**config.mk**
```make
export PLATFORM = sky130hd
export DESIGN_NAME = lbs_master_flat
export DESIGN_NICKNAME = d
export VERILOG_FILES = /design/src/rtl/lbs_pkg.sv /design/src/rtl/lbs_master_if.sv /design/src/rtl/sync_2ff.sv /design/src/rtl/lbs_master.sv /design/src/flat_wrapper.sv
export SDC_FILE = /design/constraint.sdc
export NUM_CORES = 1
export LEC_CHECK = 0
export ABC_AREA = 1
export CORE_UTILIZATION = 30
export DETAILED_ROUTE_END_ITERATION = 6
export HOLD_SLACK_MARGIN = 0.03
export SETUP_SLACK_MARGIN = 0.02
export SLEW_MARGIN = 20
export SYNTH_ARGS = -nofsm -noshare
export SYNTH_HDL_FRONTEND = slang
export SYNTH_HIERARCHICAL = 1
export SYNTH_SLANG_ARGS = --single-unit
```
**constraint.sdc**
```tcl
create_clock -name clk -period 1.4 [get_ports clk]
set_input_delay 0.42 -clock clk [delete_from_list [all_inputs] [get_ports clk]]
set_output_delay 0.42 -clock clk [all_outputs]
set_load 0.01 [all_outputs]
```
**src/rtl/lbs_pkg.sv**
```systemverilog
// Shared types and constants for the local-bus initiator: FSM states,
// bus widths and default phase timing.
package lbs_pkg;

   localparam int LBS_AW      = 12;
   localparam int LBS_DW      = 16;
   localparam int PHASE_W     = 6;

   localparam int DEF_SETUP   = 2;
   localparam int DEF_STROBE  = 4;
   localparam int DEF_HOLD    = 1;
   localparam int DEF_TURN    = 2;
   localparam int DEF_TIMEOUT = 1023;

   typedef enum logic [2:0] {
      ST_IDLE,
      ST_SETUP,
      ST_STROBE,
      ST_HOLD,
      ST_TURN
   } lbs_state_e;

endpackage

```
**src/rtl/lbs_master_if.sv**
```systemverilog
// Request/response handshake and local-bus pins of the initiator, with the
// initiator (master) and requester/bus-peer (slave) views.
interface lbs_master_if;
   import lbs_pkg::*;

   logic              req_valid;
   logic              req_ready;
   logic              req_rw_n;
   logic [LBS_AW-1:0] req_addr;
   logic [LBS_DW-1:0] req_wdata;
   logic              rsp_valid;
   logic [LBS_DW-1:0] rsp_rdata;
   logic              rsp_err;
   logic [LBS_AW-1:0] lbs_addr;
   logic [LBS_DW-1:0] lbs_dout;
   logic              lbs_dout_en;
   logic [LBS_DW-1:0] lbs_din;
   logic              lbs_cs_n;
   logic              lbs_rw_n;
   logic              lbs_oe_n;
   logic              lbs_we_n;
   logic              lbs_wait;

   modport master (
      input  req_valid, req_rw_n, req_addr, req_wdata, lbs_din, lbs_wait,
      output req_ready, rsp_valid, rsp_rdata, rsp_err,
             lbs_addr, lbs_dout, lbs_dout_en, lbs_cs_n, lbs_rw_n, lbs_oe_n, lbs_we_n
   );

   modport slave (
      output req_valid, req_rw_n, req_addr, req_wdata, lbs_din, lbs_wait,
      input  req_ready, rsp_valid, rsp_rdata, rsp_err,
             lbs_addr, lbs_dout, lbs_dout_en, lbs_cs_n, lbs_rw_n, lbs_oe_n, lbs_we_n
   );

endinterface

```
**src/rtl/sync_2ff.sv**
```systemverilog
// Two-flop synchronizer for a single asynchronous level input.
module sync_2ff (
   input  logic clk,
   input  logic rst,
   input  logic d,
   output logic q
);

   logic meta_reg;
   logic sync_reg;

   always_ff @(posedge clk) begin
      if (rst) begin
         meta_reg <= 1'b0;
         sync_reg <= 1'b0;
      end else begin
         meta_reg <= d;
         sync_reg <= meta_reg;
      end
   end

   assign q = sync_reg;

endmodule

```
**src/rtl/lbs_master.sv**
```systemverilog
// Local-bus initiator: single-word EMIF-style read/write cycles with setup,
// strobe, hold and turnaround phases. Define LBS_MASTER_WAIT_EN for slave wait.
module lbs_master
   import lbs_pkg::*;
#(
   parameter int SETUP   = DEF_SETUP,
   parameter int STROBE  = DEF_STROBE,
   parameter int HOLD    = DEF_HOLD,
   parameter int TURN    = DEF_TURN,
   parameter int TIMEOUT = DEF_TIMEOUT,
   parameter int U_DLY   = 1
) (
   input logic          clk,
   input logic          rst,
   lbs_master_if.master bus
);

`ifdef LBS_MASTER_WAIT_EN
   localparam int STROBE_MIN = 3;
`else
   localparam int STROBE_MIN = 1;
`endif

   generate
      if (SETUP < 1 || SETUP > 15 || STROBE < STROBE_MIN || STROBE > 63 ||
          HOLD < 1 || HOLD > 15 || TURN < 0 || TURN > 15 || TIMEOUT < 1 || U_DLY < 0) begin : g_bad_params
         $error("lbs_master: timing parameter out of range");
      end
   endgenerate

   lbs_state_e          state_reg;
   logic [PHASE_W-1:0]  cnt_reg;
   logic                rw_reg;
   logic                err_reg;
   logic                req_ready_reg;
   logic                rsp_valid_reg;
   logic                rsp_err_reg;
   logic [LBS_DW-1:0]   rsp_rdata_reg;
   logic [LBS_AW-1:0]   addr_reg;
   logic [LBS_DW-1:0]   dout_reg;
   logic                dout_en_reg;
   logic                cs_n_reg;
   logic                rw_n_reg;
   logic                oe_n_reg;
   logic                we_n_reg;
   logic                strobe_extend;
   logic                strobe_timeout;
   logic                accept;

   assign accept = bus.req_valid && req_ready_reg;

`ifdef LBS_MASTER_WAIT_EN
   localparam int EXT_W = $clog2(TIMEOUT + 1);
   logic             wait_sync;
   logic [EXT_W-1:0] ext_cnt_reg;

   sync_2ff u_wait_sync (
      .clk (clk),
      .rst (rst),
      .d   (bus.lbs_wait),
      .q   (wait_sync)
   );

   assign strobe_timeout = wait_sync && (ext_cnt_reg == EXT_W'(TIMEOUT));
   assign strobe_extend  = wait_sync && !strobe_timeout;
`else
   assign strobe_timeout = 1'b0;
   assign strobe_extend  = 1'b0;
`endif

   always_ff @(posedge clk) begin
      if (rst) begin
         state_reg     <= ST_IDLE;
         cnt_reg       <= '0;
         rw_reg        <= 1'b1;
         err_reg       <= 1'b0;
         req_ready_reg <= 1'b0;
         rsp_valid_reg <= 1'b0;
         rsp_err_reg   <= 1'b0;
         rsp_rdata_reg <= '0;
         addr_reg      <= '0;
         dout_reg      <= '0;
         dout_en_reg   <= 1'b0;
         cs_n_reg      <= 1'b1;
         rw_n_reg      <= 1'b1;
         oe_n_reg      <= 1'b1;
         we_n_reg      <= 1'b1;
`ifdef LBS_MASTER_WAIT_EN
         ext_cnt_reg   <= '0;
`endif
      end else begin
         rsp_valid_reg <= 1'b0;
         rsp_err_reg   <= 1'b0;
         case (state_reg)
            ST_IDLE: begin
               req_ready_reg <= 1'b1;
               if (accept) begin
                  state_reg     <= ST_SETUP;
                  cnt_reg       <= PHASE_W'(SETUP - 1);
                  req_ready_reg <= 1'b0;
                  rw_reg        <= bus.req_rw_n;
                  err_reg       <= 1'b0;
                  addr_reg      <= bus.req_addr;
                  dout_reg      <= bus.req_wdata;
                  dout_en_reg   <= !bus.req_rw_n;
                  cs_n_reg      <= 1'b0;
                  rw_n_reg      <= bus.req_rw_n;
               end
            end
            ST_SETUP: begin
               if (cnt_reg != '0) begin
                  cnt_reg <= cnt_reg - PHASE_W'(1);
               end else begin
                  state_reg <= ST_STROBE;
                  cnt_reg   <= PHASE_W'(STROBE - 1);
                  oe_n_reg  <= !rw_reg;
                  we_n_reg  <= rw_reg;
`ifdef LBS_MASTER_WAIT_EN
                  ext_cnt_reg <= '0;
`endif
               end
            end
            ST_STROBE: begin
               if (cnt_reg != '0) begin
                  cnt_reg <= cnt_reg - PHASE_W'(1);
               end else if (strobe_extend) begin
`ifdef LBS_MASTER_WAIT_EN
                  ext_cnt_reg <= ext_cnt_reg + EXT_W'(1);
`endif
               end else begin
                  // This edge is the read sample point; a timed-out read keeps old data.
                  state_reg <= ST_HOLD;
                  cnt_reg   <= PHASE_W'(HOLD - 1);
                  oe_n_reg  <= 1'b1;
                  we_n_reg  <= 1'b1;
                  err_reg   <= strobe_timeout;
                  if (rw_reg && !strobe_timeout)
                     rsp_rdata_reg <= bus.lbs_din;
                  if (HOLD == 1) begin
                     rsp_valid_reg <= 1'b1;
                     rsp_err_reg   <= strobe_timeout;
                  end
               end
            end
            ST_HOLD: begin
               if (cnt_reg != '0) begin
                  cnt_reg <= cnt_reg - PHASE_W'(1);
                  if (cnt_reg == PHASE_W'(1)) begin
                     rsp_valid_reg <= 1'b1;
                     rsp_err_reg   <= err_reg;
                  end
               end else begin
                  cs_n_reg    <= 1'b1;
                  rw_n_reg    <= 1'b1;
                  dout_en_reg <= 1'b0;
                  // The IDLE cycle is the last turnaround cycle, so TURN state lasts TURN-1.
                  if (TURN > 1) begin
                     state_reg <= ST_TURN;
                     cnt_reg   <= PHASE_W'(TURN - 2);
                  end else begin
                     state_reg     <= ST_IDLE;
                     req_ready_reg <= 1'b1;
                  end
               end
            end
            ST_TURN: begin
               if (cnt_reg != '0) begin
                  cnt_reg <= cnt_reg - PHASE_W'(1);
               end else begin
                  state_reg     <= ST_IDLE;
                  req_ready_reg <= 1'b1;
               end
            end
            default: state_reg <= ST_IDLE;
         endcase
      end
   end

   assign bus.req_ready   = req_ready_reg;
   assign bus.rsp_valid   = rsp_valid_reg;
   assign bus.rsp_err     = rsp_err_reg;
   assign bus.rsp_rdata   = rsp_rdata_reg;
   assign bus.lbs_addr    = addr_reg;
   assign bus.lbs_dout    = dout_reg;
   assign bus.lbs_dout_en = dout_en_reg;
   assign bus.lbs_cs_n    = cs_n_reg;
   assign bus.lbs_rw_n    = rw_n_reg;
   assign bus.lbs_oe_n    = oe_n_reg;
   assign bus.lbs_we_n    = we_n_reg;

endmodule

```
**src/flat_wrapper.sv**
```systemverilog
// flat-port wrapper written by rule: the top's interface ports become plain ports
module lbs_master_flat import lbs_pkg::*;
#(
   parameter int SETUP   = DEF_SETUP,
   parameter int STROBE  = DEF_STROBE,
   parameter int HOLD    = DEF_HOLD,
   parameter int TURN    = DEF_TURN,
   parameter int TIMEOUT = DEF_TIMEOUT,
   parameter int U_DLY   = 1
)
  (clk, rst, bus_req_valid, bus_req_rw_n, bus_req_addr, bus_req_wdata, bus_lbs_din, bus_lbs_wait, bus_req_ready, bus_rsp_valid, bus_rsp_rdata, bus_rsp_err, bus_lbs_addr, bus_lbs_dout, bus_lbs_dout_en, bus_lbs_cs_n, bus_lbs_rw_n, bus_lbs_oe_n, bus_lbs_we_n);
  lbs_master_if bus_i ();
  input logic clk;
  input logic rst;
  input wire logic [$bits(bus_i.req_valid)-1:0] bus_req_valid;
  input wire logic [$bits(bus_i.req_rw_n)-1:0] bus_req_rw_n;
  input wire logic [$bits(bus_i.req_addr)-1:0] bus_req_addr;
  input wire logic [$bits(bus_i.req_wdata)-1:0] bus_req_wdata;
  input wire logic [$bits(bus_i.lbs_din)-1:0] bus_lbs_din;
  input wire logic [$bits(bus_i.lbs_wait)-1:0] bus_lbs_wait;
  output wire logic [$bits(bus_i.req_ready)-1:0] bus_req_ready;
  output wire logic [$bits(bus_i.rsp_valid)-1:0] bus_rsp_valid;
  output wire logic [$bits(bus_i.rsp_rdata)-1:0] bus_rsp_rdata;
  output wire logic [$bits(bus_i.rsp_err)-1:0] bus_rsp_err;
  output wire logic [$bits(bus_i.lbs_addr)-1:0] bus_lbs_addr;
  output wire logic [$bits(bus_i.lbs_dout)-1:0] bus_lbs_dout;
  output wire logic [$bits(bus_i.lbs_dout_en)-1:0] bus_lbs_dout_en;
  output wire logic [$bits(bus_i.lbs_cs_n)-1:0] bus_lbs_cs_n;
  output wire logic [$bits(bus_i.lbs_rw_n)-1:0] bus_lbs_rw_n;
  output wire logic [$bits(bus_i.lbs_oe_n)-1:0] bus_lbs_oe_n;
  output wire logic [$bits(bus_i.lbs_we_n)-1:0] bus_lbs_we_n;
  assign bus_i.req_valid = bus_req_valid;
  assign bus_i.req_rw_n = bus_req_rw_n;
  assign bus_i.req_addr = bus_req_addr;
  assign bus_i.req_wdata = bus_req_wdata;
  assign bus_i.lbs_din = bus_lbs_din;
  assign bus_i.lbs_wait = bus_lbs_wait;
  assign bus_req_ready = bus_i.req_ready;
  assign bus_rsp_valid = bus_i.rsp_valid;
  assign bus_rsp_rdata = bus_i.rsp_rdata;
  assign bus_rsp_err = bus_i.rsp_err;
  assign bus_lbs_addr = bus_i.lbs_addr;
  assign bus_lbs_dout = bus_i.lbs_dout;
  assign bus_lbs_dout_en = bus_i.lbs_dout_en;
  assign bus_lbs_cs_n = bus_i.lbs_cs_n;
  assign bus_lbs_rw_n = bus_i.lbs_rw_n;
  assign bus_lbs_oe_n = bus_i.lbs_oe_n;
  assign bus_lbs_we_n = bus_i.lbs_we_n;
  lbs_master #(.SETUP(SETUP), .STROBE(STROBE), .HOLD(HOLD), .TURN(TURN), .TIMEOUT(TIMEOUT), .U_DLY(U_DLY)) u_core (.clk(clk), .rst(rst), .bus(bus_i));
endmodule
```
# After elaboration in Yosys (flattened, before gate mapping)
# Cells that the tools add are included.
# Widths: inputs -> output; s select.
[word_totals] register_bits=63 latch_bits=0 mem_bits_rw=0 romBits=0 inputBits=49 word_cells=80 n_memories=0
[classes] n_addsub=1 n_mul=0 div=0 order_cmp=0 eq_ne=11 shifts=0 n_mux=30 bitwise=3 n_reduce_logical=20
[op_table] cell="$mux 6" count=4
[op_table] cell="$pmux 6 s4" count=1
[op_table] cell="$pmux 1 s2" count=8
[op_table] cell="$mux 3" count=5
[op_table] cell="$pmux 3 s5" count=1
[op_table] cell="$reduce_and 3->1" count=5
[op_table] cell="$mux 1" count=11
[op_table] cell="$ne 2x2->1 const B" count=4
[op_table] cell="$reduce_bool 2->1" count=4
[op_table] cell="$eq 3x2->1 const B" count=2
[op_table] cell="$eq 6x1->1 const B" count=1
[op_table] cell="$reduce_bool 6->1" count=1
[op_table] cell="$sub 6x1->6 const B" count=1
[op_table] cell="$reduce_and 5->1" count=1
[op_table] cell="$ne 2x1->1 const B" count=2
[op_table] cell="$reduce_and 2->1" count=2
[op_table] cell="$reduce_bool 4->1" count=1
[op_table] cell="$reduce_or 4->1" count=1
[op_table] cell="$eq 3x1->1 const B" count=1
[op_table] cell="$eq 3x3->1 const B" count=1
[op_table] cell="$logic_not 3->1" count=1
[op_table] cell="$not 1->1" count=3
[op_table] cell="$logic_not 1->1" count=2
[op_table] cell="$reduce_or 2->1" count=1
[op_table] cell="$logic_and 1x1->1" count=1

# Logic depth before layout (Yosys ltp)
[depth] ltp_word=4 ltp_mapped=10

# Least setup slack after synthesis
# Ideal clock, no wire load.
[synth_path] kind="register to register" from="register u_core.cnt_reg[0]" to="register u_core.rsp_rdata_reg[12], in the netlist u_core/bus.rsp_rdata[12]" setup_ps=119 t_arrival_ps=1248 required_ps=1281 slack_ps=32 path_stages_with_launch=9 path_buffers=1 period_less_slack_ps=1368 path_cell_list="dfxtp_1 inv_1 ha_1 nand3_4 nor2_4 nand2_2 buf_6 o21ai_0 a21oi_1"
[synth_between] elab_chain_len=3
[synth_rtl] element="from (decl)" line="lbs_master.sv:32" text="logic [PHASE_W-1:0] cnt_reg;"
[synth_rtl] element="from (signal assigned)" line="lbs_master.sv:99" text="cnt_reg <= PHASE_W'(SETUP - 1);"
[synth_rtl] element="from (signal assigned)" line="lbs_master.sv:112" text="cnt_reg <= cnt_reg - PHASE_W'(1);"
[synth_rtl] element="from (signal assigned)" line="lbs_master.sv:115" text="cnt_reg <= PHASE_W'(STROBE - 1);"
[synth_rtl] element="$reduce_bool 6->1" line="lbs_master.sv:124" text="if (cnt_reg != '0) begin"
[synth_rtl] element="$not 1->1 (no line)"
[synth_rtl] element="$reduce_and 3->1 (no line)"
[synth_rtl] element="to (signal assigned)" line="lbs_master.sv:138" text="rsp_rdata_reg <= bus.lbs_din;"
[synth_rtl] element="to (decl)" line="lbs_master.sv:38" text="logic [LBS_DW-1:0] rsp_rdata_reg;"
# Every way passes these cells.
# A chain may end at the register's enable or synchronous reset.

# Worst setup path in the final report
[layout_path] from="register u_core.addr_reg[6], in the netlist u_core/bus.lbs_addr[6]" to="output bus_lbs_addr[6]"
[layout_rtl] element="from (decl)" line="lbs_master.sv:39" text="logic [LBS_AW-1:0] addr_reg;"
[layout_rtl] element="from (signal assigned)" line="lbs_master.sv:103" text="addr_reg <= bus.req_addr;"
[layout_rtl] element="to (decl)" line="flat_wrapper.sv:25" text="output wire logic [$bits(bus_i.lbs_addr)-1:0] bus_lbs_addr;"
# No word-level cell between the ends.

==> results.toml <==
[outcome]
status = "complete, no violations"

[sta]
finalCritPeriodShare = 0.963
fin_skew_ns = 0.0107
final_max_slew_viol_count = 0
clock.fmax_ghz = 0.742
setup_viol = 0
hold_viol = 0
finalCriticalPeriod_ns = 1.35
rsz0062_at_grt = "true"

[drt]
wirelength_mm = 6.65
dr.first_iter.drc_count = 66
drcViolationCount = 0
first_pass_iters = 4
routed_via_density = 4.47
antenna_left = 0
vias = 2527
wl_per_cell_um = 11.8

[synth]
syn-num-nets = 390
yosysSeqAreaShare = 0.486
synth_top_cells_by_area = "dfxtp_1 (49%), nand2_1 (14%), a21oi_1 (11%)"
synth_cells = 338
syn_avg_cell_area_um2 = 7.44
ys_warn_count = 6
synth_area_um2 = 2510
ys_types = 25
ys_seq_elements = 61
synth_top_area_frac = 0.486
synth.largest_area_cell = "dfxtp_1"

[run]
maxCapViolCount = 0

[setup_path]
cp.required_ns = 0.98
crit_type = "register to primary output"
critPathMaxFanout = 2
max_stage_delay_ns = 0.32
critPathSlowestCell = "dfxtp_1"
crit_buf_inv = 1
critPathArrivalTime_ns = 0.93
crit_family = "flip-flops"
start_kind = "register"
worstPathCellList = "dlygate4sd2_1"
cp-end-kind = "primary output"

[die]
start_util = 0.307
io_pins = 101
chipWidth_um = 93.5
core_area_um2 = 8180
num_rows = 33
fp.dieH_um = 93.5
dieArea_um2 = 8750

[power_and_ir_drop]
ir_drop_mv = 0.664
p_per_area_nw_per_um2 = 1820
p_leak_nw = 1.69

[cells_and_area]
final_net_count = 508
area.growth.synth_to_final_pct = 59.7
diodes = 0
design_area_um2 = 4010
seqCellArea_um2 = 1230
multi_input_area_um2 = 1180
drive_gt1_frac = 0.243
fill_cells = 817
finalNonFillerCells = 565
final_core_util = 0.491
layout_commonest_cell = "nand2_1"
final_cell_mix = "nand2_1 (96), dfxtp_1 (56), clkdlybuf4s50_1 (47), a21oi_1 (47), inv_1 (29)"

[cts]
insertion_delay_ns = 0.33
numCtsBuffers = 9
cts_max_level = 3
cts.sinks = 61
tritoncts = "done"
clockBufferDepth = 2
root_buffer = "clkbuf_8"
cts_hold_buf = 0
cts.clk_slew.worst_paths_ns = 0.07

[place]
placedCellCount = 544
hpwl_mm = 4.46
place.gp.congestion = 0.733
io_buffers = 98
place_area_um2 = 3700

[global_route]
grt_pass1_vias = 2301
grt_start_max_net_pins = 36
antenna_found_initial = 0
grt_pass1_wl_mm = 10.7
overflow = 0
track_usage = 0.156

[worst_hold_path]
min_path_type = "register to register"
## where the power goes
part | internal [mW] | leakage [nW] | switching (mW)
sequential | 2.12 | 0.498 | 0.230
clock | 0.903 | 0.101 | 0.672
combinational | 1.52 | 1.09 | 1.87
total | 4.55 | 1.69 | 2.77
## worst reg2reg max path: stages, from the launching register on
cell and delay [ns]:
dfxtp_2 0.32, inv_2 0.07, ha_4 0.15, nand3_4 0.12, nor2_4 0.14, nand2_4 0.08
buf_12 0.16, o21ai_1 0.14, a21oi_1 0.05
## path summary, 6_finish.rpt
path / cells after the start / to / slack [ns] / start
min: 2 / u_core/bus.rsp_rdata[11] / 0.44 / u_core/bus.rsp_rdata[11]
min reg2reg: 2 / u_core/bus.rsp_rdata[11] / 0.44 / u_core/bus.rsp_rdata[11]
max: 1 / bus_lbs_addr[6] / 0.05 / u_core/bus.lbs_addr[6]
max reg2reg: 8 / u_core/bus.rsp_rdata[9] / 0.06 / u_core/cnt_reg[1]
## per-stage QoR
stage	hold WS [ns]	setup slack (ns)	setup TNS (ns)	power (mW)
2_1_floorplan	0.457	0.0321	0	4.25
3_3_place_gp	0.431	-0.297	-9.47	5.40
3_5_place_dp	0.437	-0.381	-11.35	5.46
4_1_cts	0.445	0.0208	0	7.00
5_1_grt	0.453	-0.00551	-0.0175	7.92
6_report	0.439	0.0520	0	7.32
## cell families (layout without fill, tap and decap cells)
| logic type | count (synthesis) | in the layout | share of synthesized area |
|---|---|---|---|
| flip-flops | 61 | 61 | 0.486 |
| AND/OR/NAND/NOR | 142 | 143 | 0.244 |
| AO/OA/AOI/OAI | 77 | 77 | 0.153 |
| buffers and inverters | 54 | 175 | 0.100 |
| adder cells (fa/ha/maj) | 3 | 3 | 0.0149 |
| other | 1 | 1 | 0.00149 |
## final cells by class
type	instances	share of cell area
sequential	61	0.306
multi-input combinational	224	0.294
timing repair buffer	123	0.281
clock buffer	11	0.0377
inverter	37	0.0365
tap	105	0.0327
clock inverter	4	0.0118
## synth_stat cells
library cell,n
nand3b_1,1
ha_1,3
o21ai_0,19
nor3_1,2
nand3_1,13
inv_1,33
and2_1,1
or2_2,1
dfxtp_1,61
o21ai_1,4
nor2_4,2
nand4_1,1
inv_2,3
buf_6,5
nand2_1,97
nand3_4,1
conb_1,1
clkinv_1,1
clkbuf_1,5
nor2_2,3
nand2_2,6
nor2_1,14
buf_2,6
a21oi_1,54
buf_4,1
## timing repair
item,4_1_cts,5_1_grt
resized for setup,78,104
endpoints found under the setup margin,71,102
pin swaps,5,4
gates cloned,1,2
buffers inserted,1,2
## metal layers
metal	GRT usage	wire, um
met5	0	0
met4	0.0577	58
met3	0.0699	651
met2	0.243	2910
met1	0.190	3040
Note: power is estimated with default switching activity, not from simulation.
